--- src/rtl/fb_write_arbiter_if.sv ---
// Framebuffer write arbiter bus: host request channel,
// fill control/status and the registered RAM write port.
interface fb_write_arbiter_if #(
  parameter int WIDTH = 320,
  parameter int AW    = 8
);

  logic             host_req;
  logic [AW-1:0]    host_addr;
  logic [WIDTH-1:0] host_data;
  logic             host_gnt;

  logic             fill_start;
  logic [WIDTH-1:0] fill_pattern;
  logic             fill_busy;
  logic             fill_done;

  logic             err_addr;

  logic [AW-1:0]    ram_address;
  logic [WIDTH-1:0] ram_data;
  logic             ram_we;

  modport master (
    output host_req,
    output host_addr,
    output host_data,
    input  host_gnt,
    output fill_start,
    output fill_pattern,
    input  fill_busy,
    input  fill_done,
    input  err_addr,
    input  ram_address,
    input  ram_data,
    input  ram_we
  );

  modport slave (
    input  host_req,
    input  host_addr,
    input  host_data,
    output host_gnt,
    input  fill_start,
    input  fill_pattern,
    output fill_busy,
    output fill_done,
    output err_addr,
    output ram_address,
    output ram_data,
    output ram_we
  );

endinterface

--- src/rtl/fb_write_arbiter.sv ---
// Framebuffer write arbiter: host line writes vs. a
// full-screen fill engine, alternating on contention.
module fb_write_arbiter #(
  parameter int LINES = 240,
  parameter int WIDTH = 320,
  parameter int AW    = 8
) (
  input  logic                 clk,
  input  logic                 rst,
  output logic                 ram_clk,
  fb_write_arbiter_if.slave    bus
);

  typedef enum logic {
    IDLE,
    FILL
  } fill_state_t;

  typedef enum logic {
    WIN_FILL,
    WIN_HOST
  } winner_t;

  localparam logic [AW-1:0] LAST    = AW'(LINES - 1);
  localparam logic [AW:0]   LINES_W = (AW+1)'(LINES);

  fill_state_t      state;
  winner_t          last_winner;
  logic [AW-1:0]    fill_addr;
  logic [WIDTH-1:0] pattern;

  logic host_rq;
  logic fill_rq;
  logic host_only;
  logic fill_only;
  logic contested;
  logic host_win;
  logic fill_win;
  logic host_bad;

  assign ram_clk = clk;

  assign host_rq   = bus.host_req & ~rst;
  assign fill_rq   = (state == FILL);
  assign host_only = host_rq & ~fill_rq;
  assign fill_only = fill_rq & ~host_rq;
  assign contested = host_rq & fill_rq;
  assign host_bad  = ({1'b0, bus.host_addr} >= LINES_W);

  assign bus.host_gnt = host_win;

  // Pick at most one winner; contests go to whoever lost last time.
  always_comb begin
    host_win = 1'b0;
    fill_win = 1'b0;
    unique case (1'b1)
      host_only: host_win = 1'b1;
      fill_only: fill_win = 1'b1;
      contested: begin
        if (last_winner == WIN_FILL) begin
          host_win = 1'b1;
        end else begin
          fill_win = 1'b1;
        end
      end
      default: ;
    endcase
  end

  // Remember the winner of the most recent contested cycle.
  always_ff @(posedge clk or posedge rst) begin
    if (rst) begin
      last_winner <= WIN_FILL;
    end else if (contested) begin
      last_winner <= host_win ? WIN_HOST : WIN_FILL;
    end
  end

  // Fill engine: walk every line once, advancing only when granted.
  always_ff @(posedge clk or posedge rst) begin
    if (rst) begin
      state         <= IDLE;
      fill_addr     <= '0;
      pattern       <= '0;
      bus.fill_busy <= 1'b0;
      bus.fill_done <= 1'b0;
    end else begin
      bus.fill_done <= 1'b0;
      unique case (state)
        IDLE: begin
          if (bus.fill_start) begin
            state         <= FILL;
            fill_addr     <= '0;
            pattern       <= bus.fill_pattern;
            bus.fill_busy <= 1'b1;
          end
        end
        FILL: begin
          if (fill_win) begin
            if (fill_addr == LAST) begin
              state         <= IDLE;
              bus.fill_busy <= 1'b0;
              bus.fill_done <= 1'b1;
            end else begin
              fill_addr <= fill_addr + AW'(1);
            end
          end
        end
        default: state <= IDLE;
      endcase
    end
  end

  // RAM write port register; out-of-range host writes only flag.
  always_ff @(posedge clk or posedge rst) begin
    if (rst) begin
      bus.ram_we      <= 1'b0;
      bus.ram_address <= '0;
      bus.ram_data    <= '0;
      bus.err_addr    <= 1'b0;
    end else begin
      bus.ram_we   <= 1'b0;
      bus.err_addr <= 1'b0;
      if (host_win) begin
        if (host_bad) begin
          bus.err_addr <= 1'b1;
        end else begin
          bus.ram_we      <= 1'b1;
          bus.ram_address <= bus.host_addr;
          bus.ram_data    <= bus.host_data;
        end
      end else if (fill_win) begin
        bus.ram_we      <= 1'b1;
        bus.ram_address <= fill_addr;
        bus.ram_data    <= pattern;
      end
    end
  end

endmodule

--- src/flat_wrapper.sv ---
// flat-port wrapper written by rule: the top's interface ports become plain ports
module fb_write_arbiter_flat 
#(
  parameter int LINES = 240,
  parameter int WIDTH = 320,
  parameter int AW    = 8
)
  (clk, rst, ram_clk, bus_host_req, bus_host_addr, bus_host_data, bus_host_gnt, bus_fill_start, bus_fill_pattern, bus_fill_busy, bus_fill_done, bus_err_addr, bus_ram_address, bus_ram_data, bus_ram_we);
  fb_write_arbiter_if #(.WIDTH(WIDTH), .AW(AW)) bus_i ();
  input  logic clk;
  input  logic rst;
  output logic ram_clk;
  input wire logic [$bits(bus_i.host_req)-1:0] bus_host_req;
  input wire logic [$bits(bus_i.host_addr)-1:0] bus_host_addr;
  input wire logic [$bits(bus_i.host_data)-1:0] bus_host_data;
  output wire logic [$bits(bus_i.host_gnt)-1:0] bus_host_gnt;
  input wire logic [$bits(bus_i.fill_start)-1:0] bus_fill_start;
  input wire logic [$bits(bus_i.fill_pattern)-1:0] bus_fill_pattern;
  output wire logic [$bits(bus_i.fill_busy)-1:0] bus_fill_busy;
  output wire logic [$bits(bus_i.fill_done)-1:0] bus_fill_done;
  output wire logic [$bits(bus_i.err_addr)-1:0] bus_err_addr;
  output wire logic [$bits(bus_i.ram_address)-1:0] bus_ram_address;
  output wire logic [$bits(bus_i.ram_data)-1:0] bus_ram_data;
  output wire logic [$bits(bus_i.ram_we)-1:0] bus_ram_we;
  assign bus_i.host_req = bus_host_req;
  assign bus_i.host_addr = bus_host_addr;
  assign bus_i.host_data = bus_host_data;
  assign bus_host_gnt = bus_i.host_gnt;
  assign bus_i.fill_start = bus_fill_start;
  assign bus_i.fill_pattern = bus_fill_pattern;
  assign bus_fill_busy = bus_i.fill_busy;
  assign bus_fill_done = bus_i.fill_done;
  assign bus_err_addr = bus_i.err_addr;
  assign bus_ram_address = bus_i.ram_address;
  assign bus_ram_data = bus_i.ram_data;
  assign bus_ram_we = bus_i.ram_we;
  fb_write_arbiter #(.LINES(LINES), .WIDTH(WIDTH), .AW(AW)) u_core (.clk(clk), .rst(rst), .ram_clk(ram_clk), .bus(bus_i));
endmodule
--- config.mk ---
export PLATFORM = sky130hd
export DESIGN_NAME = fb_write_arbiter_flat
export DESIGN_NICKNAME = d
export VERILOG_FILES = /design/src/rtl/fb_write_arbiter_if.sv /design/src/rtl/fb_write_arbiter.sv /design/src/flat_wrapper.sv
export SDC_FILE = /design/constraint.sdc
export NUM_CORES = 2
export LEC_CHECK = 0
export ABC_AREA = 1
export CAP_MARGIN = 20
export CORE_AREA = 2 2 384 386
export DETAILED_ROUTE_END_ITERATION = 8
export DIE_AREA = 0 0 386 388
export HOLD_SLACK_MARGIN = 0.08
export PLACE_DENSITY = 0.48
export SLEW_MARGIN = 20
export SYNTH_ARGS = -nofsm -noshare
export SYNTH_HDL_FRONTEND = slang
export SYNTH_SLANG_ARGS = --single-unit
--- constraint.sdc ---
create_clock -name clk -period 14.9 [get_ports clk]
set_clock_uncertainty 0.15 [all_clocks]
set_input_delay 2.235 -clock clk [delete_from_list [all_inputs] [get_ports clk]]
set_output_delay 2.235 -clock clk [all_outputs]
set_load 0.03 [all_outputs]
==> results <==
- The run finished with clean final reports.
- The count of nets left with antenna violations after detail routing is 0.
- The slew at the pin closest to its max-slew limit is 1020 ps.
- The floorplan step set the die height to 388 um.
- In this run the tightest slew margin relative to its limit is 0.323.
- Averaged over all synthesized cells, the footprint is 9.93 um^2.
- The clock reaches the later pin of the worst-skew pair after roughly 780 ps.
- The sum of buffers and inverters on the critical path is 3.
- In this run the core area contains 140 standard-cell rows.
- The total overflow left after global routing is 0.
- Synthesis produced a netlist with a net count of roughly 3.5k.
- The depth of the worst hold-timing path is 2.
- The die span in x is between 300 and 400 um.
- The portion of the post-synthesis area used by sequential elements is 0.576.
- In this run the worst hold path is classified as flip-flop to flip-flop.
- For the worst flop-to-flop path, the logic depth is 8.
- In this design, the stage delay of the slowest critical-path cell is 580 ps.
- STA classifies the critical path endpoint as a primary output.
- The number of global-route vias before repair came to 23.0k.
- Of the post-synthesis cell area, the dominant cell type holds 0.576.
- The synthesized design spends more area on one cell type than any other, namely dfrtp_1.
- The region available for standard cell placement spans 145000 um^2.
- The kind of critical path is clock port to primary output.
- The final number of setup-violating endpoints is 0.
- The fraction of final layout cells with drive strength greater than 1 is 0.124.
- The count of port buffers added during placement is roughly 990.
- On the critical path the largest part of the delay comes from buffers and inverters.
- The final estimated routing congestion in global placement is 0.863.
- The number of buffers inserted by hold repair at cts is 0.
- After technology mapping, the gate count stands at 2895.
- For this configuration, the core starts out at a cell density of 0.198.
- The final total power is between 4 and 5 mW.
- For this block, the routed nets add up to 106 mm of wire.
- TritonCTS built the clock tree.
- The core occupancy in the finished layout is 0.295.
- The final count of pins violating max slew came to 0.
- The number of different library cells in the post-synthesis netlist is 27.
- Setup repair after global routing left no endpoint under its margin.
- The cell area that synthesis handed to floorplanning was 28800 um^2.
- Sorting the synthesized cells by area gives the leading types as dfrtp_1, mux2_2, nand2_1.
- The area added between synthesis and finish is 49.2%.
- The count of endpoints failing hold in the final timing report is 0.
- The total iterations of the first detailed-routing run is 5.
- The first-pass GRT wire length is 154 mm.
- The startpoint type of the worst setup path is a clock port.
- The detailed router placed between 20k and 25k vias in this run.
- Traced cell by cell, the critical path runs through clkbuf_16, clkbuf_16, clkdlybuf4s50_1.
- The die covers 150000 um^2.
- For this design the top-level I/O count stands at between 900 and 1k.
- Across every metal layer, demand over resource in global routing totals 0.139.
- STA puts the critical path data required time at 12520 ps.
- The pin count of the biggest net entering global routing is 205.
- After clock tree synthesis, the clock-pin slew on the worst setup and hold paths is around 50 ps.
- Among the stages of the critical path, the cell type that occurs most often is clkbuf_16.
- The slowest stage of the critical path belongs to the cell clkdlybuf4s50_1.
- Summed over all nets, the half-perimeter wirelength after detailed placement is approximately 77 mm.
- Dividing the detail-routed wire length by the instance count gives 18.3 um.
- The violation count after the first detailed-routing iteration is around 1.1k.
- After the last flow step, the layout net total stands at approximately 4.5k.
- The number of gates resized after CTS was 0.
- In this run the number of cells on the critical path is 3.
- After detailed routing, the number of remaining DRC violations is 0.
- The power density normalized to cell area is between 100 and 150 nW/um^2.
- The highest net fanout along the worst path is 2.
- STA puts the critical path data arrival time at slightly above 8000 ps.
- The worst-case IR drop observed on VDD is approximately 0.000085 V.
- Summed over all cells, the static leakage comes to 19.5 nW.
- The number of maximum-capacitance violations is 0.
- Using the TritonRoute via totals, the vias-per-cell ratio works out to 3.96.
- Adding up every negative setup slack in the final design gives 0 ps.
- The flop and latch count out of synthesis is about 660.
- Yosys printed 0 warnings.
- The initial antenna violation count is 26.
- Once the clock tree was built, the setup fixing pass inserted 0 buffers.
## sequential cells by signal (all words and copies together), names as in the netlist
register and flops:
u_core.bus.ram_we 1, u_core.last_winner 1, u_core.pattern 320, u_core.fill_rq 1, u_core.bus.ram_data 320, u_core.bus.err_addr 1, u_core.bus.ram_address 8, u_core.fill_addr 8
u_core.bus.fill_busy 1, u_core.bus.fill_done 1
## cells by family (layout without fill, tap and decap cells)
family | Yosys count | in the layout | synth area share
flops | 662 | 662 | 0.576
other cells | 0 | 17 | 0
mux | 320 | 320 | 0.125
buf+inv | 518 | 1495 | 0.0856
xor+xnor | 1 | 1 | 0.000305
simple gates | 739 | 739 | 0.0977
fa+ha+maj | 1 | 1 | 0.000435
compound gates | 654 | 654 | 0.114
## power breakdown
part           internal, mW  switching [mW]  total, mW  leakage, nW
logic                 0.376           0.490      0.866         9.14
registers              1.90          0.0752       1.98         9.04
clock network          1.21           0.849       2.06         1.35
## cells in the mapped netlist (all sizes together)
library cell and number:
inv 336, nand3 14, dfrtp 662, nor3 5
nor2 28, nand2 691, a21oi 1, o21ai 653
nand4 1, ha 1, buf 116, clkbuf 66
mux2 320, xnor2 1
## cells in the final DEF, fill, tap and decap left out, types with 14 or more instances in the layout
cell and count:
clkdlybuf4s50_1 985, nand2_1 688, dfrtp_1 662, o21ai_0 506, inv_1 334, mux2_2 320
o21ai_1 145, clkbuf_16 87, nor2_1 28, clkbuf_1 23, buf_4 19, clkbuf_8 18
diode_2 17, nand3_1 14
## stage by stage
step	hold slack (ps)	cells	setup WS, ps	area [um^2]
6_report	330	5806	4230	42900
2_1_floorplan	324	2895	1300	28800
5_1_grt	352	5804	4220	42900
3_5_place_dp	321	5638	4500	40100
4_1_cts	336	5788	4220	42800
3_3_place_gp	315	5638	4500	40100
## worst reg2reg max path, stage by stage (launching register included)
cell     delay [ps]
dfrtp_1         460
a21oi_4         420
buf_4           610
buf_4           810
buf_4           870
buf_4           820
nand2_1         160
o21ai_0         100
o21ai_0         110
## per-layer routing
layer  vias to the layer above  share of wire  global-route usage
met3                       165          0.072              0.0462
met1                     11015           0.40               0.160
met2                       632           0.50               0.234
met5                         -        0.00056                   0
met4                        10          0.034              0.0548
li1                      11191              -                   -
## final timing paths
| check | start | to | slack, ps |
|---|---|---|---|
| max in group asynchronous | rst | u_core.bus.ram_data[122] | 8820 |
| worst max-delay path | clk | ram_clk | 4230 |
| worst min-delay path | u_core.bus.ram_data[234] | u_core.bus.ram_data[234] | 330 |
| worst min register to register | u_core.bus.ram_data[234] | u_core.bus.ram_data[234] | 330 |
| worst max register to register | u_core.last_winner | u_core.bus.ram_data[150] | 10210 |
| min in group asynchronous | rst | u_core.bus.ram_data[315] | 1920 |
## final cells by class
class | instances | area [um^2]
clock inverter | 22 | 245
antenna | 17 | 42.5
tap | 1917 | 2400
fill | 15466 | 102000
sequential | 662 | 16600
multi-input combinational | 1715 | 9740
timing repair buffer | 1008 | 10100
inverter | 336 | 1280
clock buffer | 129 | 2520
Power figures use the tool's default switching activity.
